## config.mk

```make
export PLATFORM = sky130hd
export DESIGN_NAME = imem_boot_loader_flat
export DESIGN_NICKNAME = d
export VERILOG_FILES = /design/src/rtl/loader_pkg.sv /design/src/rtl/imem_boot_loader_if.sv /design/src/rtl/byte_packer.sv /design/src/rtl/imem_boot_loader.sv /design/src/flat_wrapper.sv
export SDC_FILE = /design/constraint.sdc
export NUM_CORES = 1
export LEC_CHECK = 0
export ABC_AREA = 1
export CORE_ASPECT_RATIO = 1.75
export CORE_UTILIZATION = 30
export CTS_BUF_LIST = sky130_fd_sc_hd__clkbuf_8 sky130_fd_sc_hd__clkbuf_16
export DETAILED_ROUTE_END_ITERATION = 6
export GPL_TIMING_DRIVEN = 0
export PLACE_DENSITY_LB_ADDON = 0.3
export SYNTH_ARGS = -nofsm -noshare
export SYNTH_HDL_FRONTEND = slang
export SYNTH_SLANG_ARGS = --single-unit
```

## constraint.sdc

```tcl
create_clock -name clk -period 3.82 [get_ports clk]
set_clock_uncertainty 0.05 [all_clocks]
set_input_delay 0.764 -clock clk [delete_from_list [all_inputs] [get_ports clk]]
set_output_delay 0.764 -clock clk [all_outputs]
set_load 0.02 [all_outputs]
```

## src/rtl/loader_pkg.sv

```systemverilog
`default_nettype none
// ============================================================================
// Package     : loader_pkg
// Description : Shared types and constants for the instruction-memory boot
//               loader (FSM state encoding, bytes per packed word).
// Revision    : 1.0 - initial release
// ============================================================================
package loader_pkg;

    typedef enum logic [2:0] {
        HDR_LO = 3'd0,
        HDR_HI = 3'd1,
        DATA   = 3'd2,
        CHK    = 3'd3,
        DONE   = 3'd4,
        ERR    = 3'd5
    } loader_state_t;

    localparam int BYTES_PER_WORD = 4;

    // States in which the loader is willing to take a stream byte
    function automatic logic accepts_bytes(input loader_state_t s);
        return (s == HDR_LO) || (s == HDR_HI) || (s == DATA) || (s == CHK);
    endfunction

endpackage
`default_nettype wire

```

## src/rtl/imem_boot_loader_if.sv

```systemverilog
`default_nettype none
// ============================================================================
// Interface   : imem_boot_loader_if
// Description : Byte-stream valid/ready channel plus instruction-memory write
//               port. master = host/memory side, slave = loader side.
// Revision    : 1.0 - initial release
// ============================================================================
interface imem_boot_loader_if #(
    parameter int ADDR_W = 6
);
    logic              in_valid;
    logic [7:0]        in_data;
    logic              in_ready;
    logic              imem_we;
    logic [ADDR_W-1:0] imem_addr;
    logic [31:0]       imem_wdata;

    modport master (
        output in_valid, in_data,
        input  in_ready, imem_we, imem_addr, imem_wdata
    );

    modport slave (
        input  in_valid, in_data,
        output in_ready, imem_we, imem_addr, imem_wdata
    );
endinterface
`default_nettype wire

```

## src/rtl/byte_packer.sv

```systemverilog
`default_nettype none
// ============================================================================
// Module      : byte_packer
// Description : Little-endian 8-to-32 packer. The first byte of a word lands
//               in bits [7:0]; o_word_valid pulses combinationally alongside
//               the fourth byte so the caller can register the write.
// Revision    : 1.0 - initial release
// ============================================================================
module byte_packer
    import loader_pkg::*;
(
    input  logic        clk,
    input  logic        rst,
    input  logic        i_clr,
    input  logic        i_byte_en,
    input  logic [7:0]  i_byte,
    output logic [31:0] o_word,
    output logic        o_word_valid
);
    localparam logic [1:0] c_last_lane = 2'(BYTES_PER_WORD - 1);

    logic [1:0]  r_lane;
    logic [23:0] r_acc;

    // The top byte is never stored: it is forwarded straight into the word
    assign o_word_valid = i_byte_en && (r_lane == c_last_lane);
    assign o_word       = {i_byte, r_acc};

    // Byte lane counter (wraps 3->0) and lower-three-byte accumulator
    always_ff @(posedge clk or negedge rst) begin
        if (!rst) begin
            r_lane <= 2'd0;
            r_acc  <= 24'd0;
        end else if (i_clr) begin
            r_lane <= 2'd0;
            r_acc  <= 24'd0;
        end else if (i_byte_en) begin
            r_lane <= r_lane + 2'd1;
            case (r_lane)
                2'd0:    r_acc[7:0]   <= i_byte;
                2'd1:    r_acc[15:8]  <= i_byte;
                2'd2:    r_acc[23:16] <= i_byte;
                default: r_acc        <= r_acc;
            endcase
        end
    end
endmodule
`default_nettype wire

```

## src/rtl/imem_boot_loader.sv

```systemverilog
`default_nettype none
// ============================================================================
// Module      : imem_boot_loader
// Description : Receives a length-prefixed little-endian byte stream, packs it
//               into 32-bit words, writes them to instruction memory and holds
//               the core in reset until the image is complete.
// Config      : LOADER_CHECKSUM_EN - adds a trailing XOR checksum byte (CHK).
// Revision    : 1.0 - initial release
// ============================================================================
module imem_boot_loader
    import loader_pkg::*;
#(
    parameter int IMEM_DEPTH = 64,
    parameter int ADDR_W     = $clog2(IMEM_DEPTH)
) (
    input  logic              clk,
    input  logic              rst,
    imem_boot_loader_if.slave bus,
    input  logic              load_req,
    output logic              core_rst,
    output logic              done,
    output logic              error
);
    localparam logic [15:0] c_depth = 16'(IMEM_DEPTH);

    loader_state_t     r_state;
    loader_state_t     w_state_nxt;
    logic              r_in_ready;
    logic              r_imem_we;
    logic [ADDR_W-1:0] r_imem_addr;
    logic [31:0]       r_imem_wdata;
    logic              r_core_rst;
    logic              r_done;
    logic              r_error;
    logic [ADDR_W-1:0] r_word_idx;
    logic [7:0]        r_n_lo;
    logic [15:0]       r_n;
    logic              w_xfer;
    logic              w_restart;
    logic [15:0]       w_n_hdr;
    logic              w_last_word;
    logic              w_word_valid;
    logic [31:0]       w_word;
    logic              w_in_ready_nxt;
    logic              w_done_nxt;
    logic              w_error_nxt;

    assign w_xfer      = bus.in_valid & r_in_ready;
    assign w_restart   = load_req & ((r_state == DONE) | (r_state == ERR));
    assign w_n_hdr     = {bus.in_data, r_n_lo};
    assign w_last_word = w_word_valid && (16'(r_word_idx) == r_n - 16'd1);

`ifdef LOADER_CHECKSUM_EN
    localparam loader_state_t c_after_data = CHK;
    logic [7:0] r_csum;

    // Running XOR over every header and data byte accepted
    always_ff @(posedge clk or negedge rst) begin
        if (!rst) begin
            r_csum <= 8'd0;
        end else if (w_restart) begin
            r_csum <= 8'd0;
        end else if (w_xfer && (r_state != CHK)) begin
            r_csum <= r_csum ^ bus.in_data;
        end
    end
`else
    localparam loader_state_t c_after_data = DONE;
`endif

    byte_packer u_packer (
        .clk          (clk),
        .rst          (rst),
        .i_clr        (w_restart),
        .i_byte_en    (w_xfer && (r_state == DATA)),
        .i_byte       (bus.in_data),
        .o_word       (w_word),
        .o_word_valid (w_word_valid)
    );

    // State register
    always_ff @(posedge clk or negedge rst) begin
        if (!rst) r_state <= HDR_LO;
        else      r_state <= w_state_nxt;
    end

    // Next-state logic
    always_comb begin
        w_state_nxt = r_state;
        case (r_state)
            HDR_LO: if (w_xfer) w_state_nxt = HDR_HI;
            HDR_HI: begin
                if (w_xfer) begin
                    if (w_n_hdr > c_depth)     w_state_nxt = ERR;
                    else if (w_n_hdr == 16'd0) w_state_nxt = c_after_data;
                    else                       w_state_nxt = DATA;
                end
            end
            DATA:   if (w_last_word) w_state_nxt = c_after_data;
            CHK: begin
`ifdef LOADER_CHECKSUM_EN
                if (w_xfer) w_state_nxt = (bus.in_data == r_csum) ? DONE : ERR;
`else
                w_state_nxt = ERR;
`endif
            end
            DONE, ERR: if (w_restart) w_state_nxt = HDR_LO;
            default:   w_state_nxt = ERR;
        endcase
    end

    // Output decode; done waits one extra cycle when leaving DATA so it
    // follows the final imem write rather than coinciding with it
    always_comb begin
        w_in_ready_nxt = accepts_bytes(w_state_nxt);
        w_done_nxt     = (w_state_nxt == DONE) && (r_state != DATA);
        w_error_nxt    = (w_state_nxt == ERR);
    end

    // Registered outputs
    always_ff @(posedge clk or negedge rst) begin
        if (!rst) begin
            r_in_ready   <= 1'b0;
            r_imem_we    <= 1'b0;
            r_imem_addr  <= '0;
            r_imem_wdata <= 32'd0;
            r_core_rst   <= 1'b1;
            r_done       <= 1'b0;
            r_error      <= 1'b0;
        end else begin
            r_in_ready <= w_in_ready_nxt;
            r_imem_we  <= w_word_valid;
            r_core_rst <= !w_done_nxt;
            r_done     <= w_done_nxt;
            r_error    <= w_error_nxt;
            if (w_word_valid) begin
                r_imem_addr  <= r_word_idx;
                r_imem_wdata <= w_word;
            end
        end
    end

    // Header capture and word index
    always_ff @(posedge clk or negedge rst) begin
        if (!rst) begin
            r_n_lo     <= 8'd0;
            r_n        <= 16'd0;
            r_word_idx <= '0;
        end else if (w_restart) begin
            r_word_idx <= '0;
        end else begin
            if (w_xfer && (r_state == HDR_LO)) r_n_lo <= bus.in_data;
            if (w_xfer && (r_state == HDR_HI)) r_n    <= w_n_hdr;
            if (w_word_valid)                  r_word_idx <= r_word_idx + 1'b1;
        end
    end

    assign bus.in_ready   = r_in_ready;
    assign bus.imem_we    = r_imem_we;
    assign bus.imem_addr  = r_imem_addr;
    assign bus.imem_wdata = r_imem_wdata;
    // A restart request raises core reset in the very cycle it is seen
    assign core_rst       = r_core_rst | w_restart;
    assign done           = r_done;
    assign error          = r_error;
endmodule
`default_nettype wire

```

## src/flat_wrapper.sv

```systemverilog
// flat-port wrapper written by rule: the top's interface ports become plain ports
module imem_boot_loader_flat import loader_pkg::*;
#(
    parameter int IMEM_DEPTH = 64,
    parameter int ADDR_W     = $clog2(IMEM_DEPTH)
)
  (clk, rst, load_req, core_rst, done, error, bus_in_valid, bus_in_data, bus_in_ready, bus_imem_we, bus_imem_addr, bus_imem_wdata);
  imem_boot_loader_if #(.ADDR_W(ADDR_W)) bus_i ();
  input  logic clk;
  input  logic rst;
  input  logic load_req;
  output logic core_rst;
  output logic done;
  output logic error;
  input wire logic [$bits(bus_i.in_valid)-1:0] bus_in_valid;
  input wire logic [$bits(bus_i.in_data)-1:0] bus_in_data;
  output wire logic [$bits(bus_i.in_ready)-1:0] bus_in_ready;
  output wire logic [$bits(bus_i.imem_we)-1:0] bus_imem_we;
  output wire logic [$bits(bus_i.imem_addr)-1:0] bus_imem_addr;
  output wire logic [$bits(bus_i.imem_wdata)-1:0] bus_imem_wdata;
  assign bus_i.in_valid = bus_in_valid;
  assign bus_i.in_data = bus_in_data;
  assign bus_in_ready = bus_i.in_ready;
  assign bus_imem_we = bus_i.imem_we;
  assign bus_imem_addr = bus_i.imem_addr;
  assign bus_imem_wdata = bus_i.imem_wdata;
  imem_boot_loader #(.IMEM_DEPTH(IMEM_DEPTH), .ADDR_W(ADDR_W)) u_core (.clk(clk), .rst(rst), .bus(bus_i), .load_req(load_req), .core_rst(core_rst), .done(done), .error(error));
endmodule
```

== Yosys cells after proc, flatten, opt, wreduce, memory -nomap -nowiden ==
Index checks and enable logic that the tools add are counted.
W data, S select, Z words.

* Logic and storage cells: 79
* Memory bits (read-only): 0
* Bits in latches: 0
* Bits in registers: 102
* Memories: 0
* Bits in writable memories: 0
* Input bits: 12

* Shift operators: 0
* Multiplexer cells: 16
* Divide/modulo/power cells: 0
* Add/sub/neg operators: 3
* Bitwise operators: 5
* Multipliers: 0
* Reduce and logical (&&, ||, !) cells: 25
* $lt $le $gt $ge: 1
* Equality and inequality tests: 14

{| class="wikitable"
|+ Operators by type and width
! operator !! count
|-
| $mux W24 || 2
|-
| $mux W8 || 3
|-
| $mux W3 || 6
|-
| $eq A6 B16 Y1 || 1
|-
| $gt A16 B7 Y1 const B || 1
|-
| $logic_not A16 Y1 || 1
|-
| $sub A16 B1 Y16 const B || 1
|-
| $eq A3 B3 Y1 const B || 4
|-
| $mux W6 || 2
|-
| $pmux W3 S4 || 1
|-
| $reduce_and A2 Y1 || 5
|-
| $reduce_bool A2 Y1 || 5
|-
| $eq A3 B2 Y1 const B || 3
|-
| $add A6 B1 Y6 const B || 1
|-
| $eq A3 B1 Y1 const B || 2
|-
| $logic_and A1 B1 Y1 || 6
|-
| $logic_not A3 Y1 || 2
|-
| $eq A2 B2 Y1 const B || 2
|-
| $mux W2 || 2
|-
| $logic_or A1 B1 Y1 || 3
|-
| $ne A3 B2 Y1 const B || 1
|-
| $add A2 B1 Y2 const B || 1
|-
| $and A1 B1 Y1 || 2
|-
| $eq A2 B1 Y1 const B || 1
|-
| other kinds (5) || 6
|}

== Depth between registers and ports, before layout ==
Gate-level depths: netlist of run 1.

* Depth in word-level cells: 10
* Depth in mapped cells: 14

== Cells and area by module ==
Synthesis of run 1 repeated with hierarchy kept, for this count alone.

* Cell total of the unflattened synthesis: 612
* Area, all modules: 4944.7 µm²

{| class="wikitable"
|+ Modules (own cells, without submodules)
! module !! instances !! cells an instance !! area an instance (µm²)
|-
| imem_boot_loader || 1 || 464 || 3603.5
|-
| byte_packer || 1 || 148 || 1341.3
|}

== Worst setup path after synthesis of run 1 ==
OpenSTA, ideal clock, no wires.

* Path kind: input port to output port
* From: input port load_req
* To: output port core_rst
* Setup slack: 1620 ps
* Required time: 3006 ps
* Cell stages on the path: 4
* Arrival time: 1386 ps
* Path through: inv_1 nor3_2 buf_2 or2_2

* Longest elaborated chain between the ends: 2

{| class="wikitable"
|+ RTL lines
! item !! line !! RTL
|-
| start: declaration || flat_wrapper.sv:11 || <nowiki>input logic load_req;</nowiki>
|-
| $and A1 B1 Y1 || imem_boot_loader.sv:49 || <nowiki>assign w_restart = load_req & ((r_state == DONE) | (r_state == ERR));</nowiki>
|-
| $or A1 B1 Y1 || imem_boot_loader.sv:163 || <nowiki>assign core_rst = r_core_rst | w_restart;</nowiki>
|-
| end: declaration || flat_wrapper.sv:12 || <nowiki>output logic core_rst;</nowiki>
|}

No other way between the ends.

== Final worst setup path of run 1 ==
Ends and elaborated chain as after synthesis.

==> reports/results.tsv, run 1 <==
metric	value	unit
status	complete, but fails checks	
violations	design-rule violations	
cap_violations	0	
path_cells	clkdlybuf4s50_1 -> inv_1 -> nor3_2 -> buf_2 -> or2_2 -> clkdlybuf4s50_1	
setup_violations	0	
synth-seq-cells	102	
finalNonFillerCells	790	
clk_pin_slew	0.07	ns
slowest_delay	0.61	ns
dp_worst_setup_slack	0.366	ns
start_util	0.305	
ys_types	29	
nNetsFinal	620	
htree_levels	3	
wl_per_cell	14.3	microns
crit_fanout	10	
drtIter0Drc	311	
final_antenna_net_count	0	
post_cts_resized	0	
route.detailed.drc	2	
first_global_vias	3743	
required	3.01	ns
nFillCells	1483	
r2r-start	u_core.r_n[0]	
dp.cells	774	
cts_made_buffers	9	
period_share	0.893	
timing.final.crit_period	3.41	ns
peakVddDrop	261	uV
track_usage	0.158	
whs	0.323	ns
crit_path_frequent_cell	clkdlybuf4s50_1	
slew_headroom	0.673	
seq_area_frac_synth	0.564	
cts_setup_buffers	0	
cts_tree	done	
cp_top_family	buffers and inverters	
synth_cells	536	
critPathKind	in2out	
vias_per_cell	4.60	
die_w	94.8	microns
num_vias	3634	
dieHeight	164	microns
tightest_slew	0.491	ns
power	3.42	mW
critPathLaunchType	primary input	
hold_buffers	0	
syn_nets	554	
finalInstanceArea	5620	sq um
grt-ovfl-total	0	
power_density	609	nW/um^2
drt-total-wl	11.3	mm
root_buffer	clkbuf_16	
power.leakage	2.70	nW
io_buffer_count	54	
grt_start_max_net_pins	68	
crit_slowest_cell	clkdlybuf4s50_1	
syn_area_per_cell	8.44	sq um
clk_path_buf_depth	2	
dieArea	15600	sq um
crit_path_start	load_req	
min_path_type	in2async	
clkLatencyLatePin	0.34	ns
drtPass1Iterations	6	
rsz0062_at_grt	no	
hpwlAfterDp	8.71	mm
fmax	293	MHz
fin_ws	0.410	ns
routabilityCongestion	0.811	
post_dp_cell_area	5320	sq um
area_delta_synth_final	24.2	%
num_io_pins	55	
yosys_warnings	0	
finalHoldViolations	0	
cp_num_buf_inv	4	
core	14800	sq um
cp-end-kind	output port	
grt_pass1_wl	18.7	mm
num_rows	59	
layout-drive-gt1-share	0.0824	
clkSinkCount	102	
worstPathArrival	2.60	ns
syn_area	4530	sq um
slew_viol_final	0	
grt_antenna_before_repair	0	
num_antenna_cells	0	
synth_stat cells (all sizes together):
cell type,n,area share
o21ai,89,0.098
inv,77,0.064
xor2,1,0.0019
clkbuf,10,0.0083
a211oi,2,0.0033
a21oi,5,0.0064
nor3,4,0.0066
dfrtp,101,0.56
nand2,162,0.14
ha,6,0.017
dfstp,1,0.0058
nor4,1,0.0047
xnor2,3,0.0058
nor2,44,0.045
buf,6,0.0066
nand3,17,0.020
o21bai,1,0.0017
or2,1,0.0014
nand4,5,0.0069
path summary, 6_finish.rpt:
kind | slack (ns) | cells after the start | endpoint
setup reg to reg | 1.77 | 11 | u_core.r_state[1]
min in group clk | 0.43 | 2 | u_core.bus.imem_addr[0]
hold / removal | 0.32 | 1 | u_core.error
hold reg to reg | 0.43 | 2 | u_core.bus.imem_addr[0]
max in group asynchronous | 2.71 | 2 | u_core.bus.imem_wdata[4]
setup / recovery | 0.41 | 6 | core_rst
sequential cells by signal, indices dropped and copies added (netlist names):
register / flops
u_core.u_packer.r_acc: 24
u_core.bus.imem_wdata: 32
u_core.r_state: 3
u_core.r_n: 16
u_core.bus.imem_we: 1
u_core.r_word_idx: 6
u_core.bus.imem_addr: 6
u_core.error: 1
u_core.u_packer.r_lane: 2
u_core.r_n_lo: 8
u_core.r_core_rst: 1
u_core.bus.in_ready: 1
u_core.done: 1
final cells by class:
type                       count  area (sq um)  share of cell area
tap                          183           229              0.0407
clock inverter                 7          76.3              0.0136
multi-input combinational    341          1620               0.287
inverter                      77           289              0.0514
timing repair buffer          55           566               0.101
sequential                   102          2550               0.454
buffer                        16          67.6              0.0120
clock buffer                   9           225              0.0401
worst register-to-register path: stages, from the launching register on:
cell,delay (ns)
dfrtp_1,0.40
inv_1,0.11
ha_1,0.24
nand2_1,0.12
nor2_2,0.22
nor2_1,0.10
nor2_1,0.11
nand2_1,0.08
nor2_1,0.20
nand3_2,0.16
nand2_1,0.10
nand2_1,0.05
where the power goes:
group          leakage [nW]  internal, mW  total [mW]  switching (mW)
clock network         0.149         0.468       0.915           0.448
logic                  1.20         0.339        1.01           0.667
registers              1.35          1.35        1.50           0.151
total                  2.70          2.16        3.42            1.27
metrics by stage:
step	utilization	setup TNS [ns]
final	0.379	0
after global routing	0.379	0
after CTS	0.379	0
after detailed placement	0.359	0
after global placement	0.357	-180.69
after floorplan	-	0
metal layers:
layer / wire, microns / GRT usage / vias to the layer above / part of all wire
met2: 6480 / 0.301 / 48 / 0.57
met3: 187 / 0.0166 / 19 / 0.017
met5: 0 / 0 / - / 0
met1: 4260 / 0.169 / 1763 / 0.38
met4: 369 / 0.0758 / 0 / 0.033
li1: - / - / 1804 / -
cells by family after synthesis:
logic type | Yosys count | synth area share
flops | 102 | 0.564
fa+ha+maj | 6 | 0.0166
simple gates | 234 | 0.223
compound gates | 97 | 0.110
buf+inv | 93 | 0.0788
xor+xnor | 4 | 0.00774
cell usage in the layout (no fill, tap or decap), drive strengths merged:
cell type	count
a211oi	2
a21oi	5
buf	8
clkbuf	19
clkdlybuf4s50	53
clkinv	2
dfrtp	101
dfstp	1
ha	6
inv	82
nand2	162
nand3	17
nand4	5
nor2	44
nor3	4
nor4	1
o21ai	89
o21bai	1
or2	1
xnor2	3
xor2	1
(Power assumes the default switching activity.)
==> run 2, diff against run 1 <==
--- a/config.mk
+++ b/config.mk
@@ -9,9 +9,11 @@
 export CORE_ASPECT_RATIO = 1.75
 export CORE_UTILIZATION = 30
 export CTS_BUF_LIST = sky130_fd_sc_hd__clkbuf_8 sky130_fd_sc_hd__clkbuf_16
+export CTS_CLUSTER_SIZE = 28
 export DETAILED_ROUTE_END_ITERATION = 6
 export GPL_TIMING_DRIVEN = 0
 export PLACE_DENSITY_LB_ADDON = 0.3
+export SKIP_CTS_REPAIR_TIMING = 1
 export SYNTH_ARGS = -nofsm -noshare
 export SYNTH_HDL_FRONTEND = slang
 export SYNTH_SLANG_ARGS = --single-unit
==> results of run 2 <==
The final DEF is identical to that of run 1; final timing and power are the same.
==> run 3, diff against run 2 <==
--- a/config.mk
+++ b/config.mk
@@ -5,8 +5,6 @@
 export SDC_FILE = /design/constraint.sdc
 export NUM_CORES = 1
 export LEC_CHECK = 0
-export ABC_AREA = 1
-export CORE_ASPECT_RATIO = 1.75
 export CORE_UTILIZATION = 30
 export CTS_BUF_LIST = sky130_fd_sc_hd__clkbuf_8 sky130_fd_sc_hd__clkbuf_16
 export CTS_CLUSTER_SIZE = 28
==> constraint.sdc (replaced) <==
create_clock -name clk -period 3.3 [get_ports clk]
set_clock_uncertainty 0.05 [all_clocks]
set_input_delay 0.66 -clock clk [delete_from_list [all_inputs] [get_ports clk]]
set_output_delay 0.66 -clock clk [all_outputs]
set_load 0.02 [all_outputs]
==> run 3 against run 2 <==
  * Critical path type unchanged
  * Clock power grew 13%
  * Die area shrank 1.0%
  * Hold slack lost 0.066 ns
  * First-iteration DRC count shrank 22%
  * Power grew 1.9%
  * Critical endpoint unchanged
  * Sequential power grew 9%
  * Via count shrank 5.4%
  * The run now ends clean
==> reports/results.tsv, run 3 <==
metric	value	unit
drtIter0Drc	243	
cp-end-kind	output port	
clk_path_buf_depth	2	
wl_per_cell	14.5	microns
clkSinkCount	102	
peakVddDrop	295	uV
yosys_warnings	0	
syn_area_per_cell	9.86	sq um
crit_fanout	7	
start_util	0.309	
die_w	124	microns
seq_area_frac_synth	0.569	
num_vias	3438	
r2r_end	u_core.error	
cts_tree	done	
power.leakage	2.50	nW
critPathLaunchType	primary input	
io_buffer_count	54	
area_delta_synth_final	24.2	%
tightest_slew	0.694	ns
htree_levels	3	
synth.most_common_cell	nand2_1	
final_antenna_net_count	0	
drt-total-wl	10.3	mm
r2r-start	u_core.r_n[0]	
dieHeight	124	microns
synth_area_leaders	dfrtp_1, nand2_1, mux2_2	
hpwlAfterDp	7.32	mm
nFillCells	1486	
cap_violations	0	
cts_made_buffers	9	
most-common-layout-cells	nand2_1, dfrtp_1, clkdlybuf4s50_1	
grt-ovfl-total	0	
synthArstFlopShare	1.00	
num_rows	44	
setup-tns-final	0	ns
period_share	0.936	
final_common_cell	nand2_1	
grt_start_max_net_pins	59	
synth_edf_count	0	
synthTopCellsByCount	nand2_1, dfrtp_1, nand3_1	
num_antenna_cells	0	
slew_headroom	0.535	
grt_pass1_wl	17.7	mm
clkLatencyLatePin	0.35	ns
finalHoldViolations	0	
setup_violations	0	
met1_length	5.13	mm
track_usage	0.141	
dr_wl_met2	4.59	mm
power_density	626	nW/um^2
ys_types	46	
first_global_vias	3496	
critPathKind	in2out	
r2r_cells	7	
nNetsFinal	539	
num_io_pins	55	
routabilityCongestion	0.807	
status	completed	
ys.flop_type	dfrtp_1	
register_area	2550	sq um
synth-seq-cells	102	
dr.max_layer_used	met4	
largest_reg_flops	32	
route.detailed.drc	0	
synth_cells	455	
power	3.49	mW
layout-drive-gt1-share	0.110	
vias_per_cell	4.84	
synth_top_area_share	0.563	
syn_area	4490	sq um
min_path_type	in2async	
drtPass1Iterations	4	
syn_nets	473	
clk_pin_slew	0.07	ns
slew_viol_final	0	
rsz0062_at_grt	no	
dieArea	15400	sq um
grt_antenna_before_repair	0	
multi_input_comb_area	1810	sq um
worstPathArrival	2.38	ns
fmax	324	MHz
core	14500	sq um
route.met3.wl	455	microns
timing.final.crit_period	3.09	ns
root_buffer	clkbuf_16	
yosysTopAreaCell	dfrtp_1	
r2r_setup_slack	0.90	ns
required	2.59	ns
run 3: changes by cell type after synthesis, moves of 6 or more:
| cell | previous run | this run |
|---|---|---|
| a21oi_1 | 4 | 26 |
| clkbuf_1 | 10 | 17 |
| inv_1 | 71 | 8 |
| mux2_2 | 0 | 24 |
| nand2_1 | 156 | 150 |
| nand3_1 | 16 | 30 |
| nor2_1 | 37 | 14 |
| o21ai_0 | 82 | 0 |
| o21ai_1 | 7 | 0 |
run 3: logic make-up after synthesis:
logic type               synth area share
AND/OR/NAND/NOR                     0.243
XOR/XNOR                           0.0234
AO/OA/AOI/OAI                      0.0577
flip-flops                          0.569
buffers and inverters              0.0271
adder cells (fa/ha/maj)            0.0167
multiplexers                       0.0625
run 3: power by group:
part | leakage [nW] | switching (mW) | internal [mW]
logic | 0.994 | 0.423 | 0.397
clock network | 0.146 | 0.487 | 0.546
registers | 1.36 | 0.198 | 1.44
total | 2.50 | 1.11 | 2.38
run 3: per-stage QoR:
stage / hold WS [ns] / util / area [sq um] / instances / setup slack (ns)
global route: 0.305 / 0.383 / 5570 / 710 / 0.0944
CTS: 0.287 / 0.383 / 5570 / 710 / 0.187
detailed placement: 0.410 / 0.363 / 5280 / 694 / 0.151
finish: 0.258 / 0.383 / 5570 / 710 / 0.210
global placement: 0.409 / 0.362 / 5260 / 693 / -2.18
floorplan: 0.314 / - / 4490 / 455 / 1.06
run 3: layout make-up:
cell class,count,area share
well taps,184,0.0413
clock inverters,6,0.00921
repair buffers,55,0.102
flip-flops and latches,102,0.458
plain buffers,22,0.0150
clock buffers,10,0.0429
inverters,10,0.00674
multi-input cells,321,0.325
run 3: layer usage:
layer  global-route usage  vias up
met1                0.203     1672
met5                    0        -
met4               0.0439        0
li1                     -     1668
met2                0.213       88
met3               0.0271       10
run 3: critical path, cell delays in order:
cell,delay [ns]
clkdlybuf4s50_1,0.50
and3_1,0.17
clkbuf_1,0.29
or2_2,0.17
clkdlybuf4s50_1,0.59
run 3: worst max-delay path by stage:
stage,slack [ns],endpoint,from,depth (start not counted)
after floorplan,1.06,u_core.error,bus_in_data[4],6
after global placement,-2.18,u_core.r_n[3],rst,1
after detailed placement,0.15,u_core.error,bus_in_data[4],7
after CTS,0.19,core_rst,load_req,5
after global routing,0.09,core_rst,load_req,5
final,0.21,core_rst,load_req,5
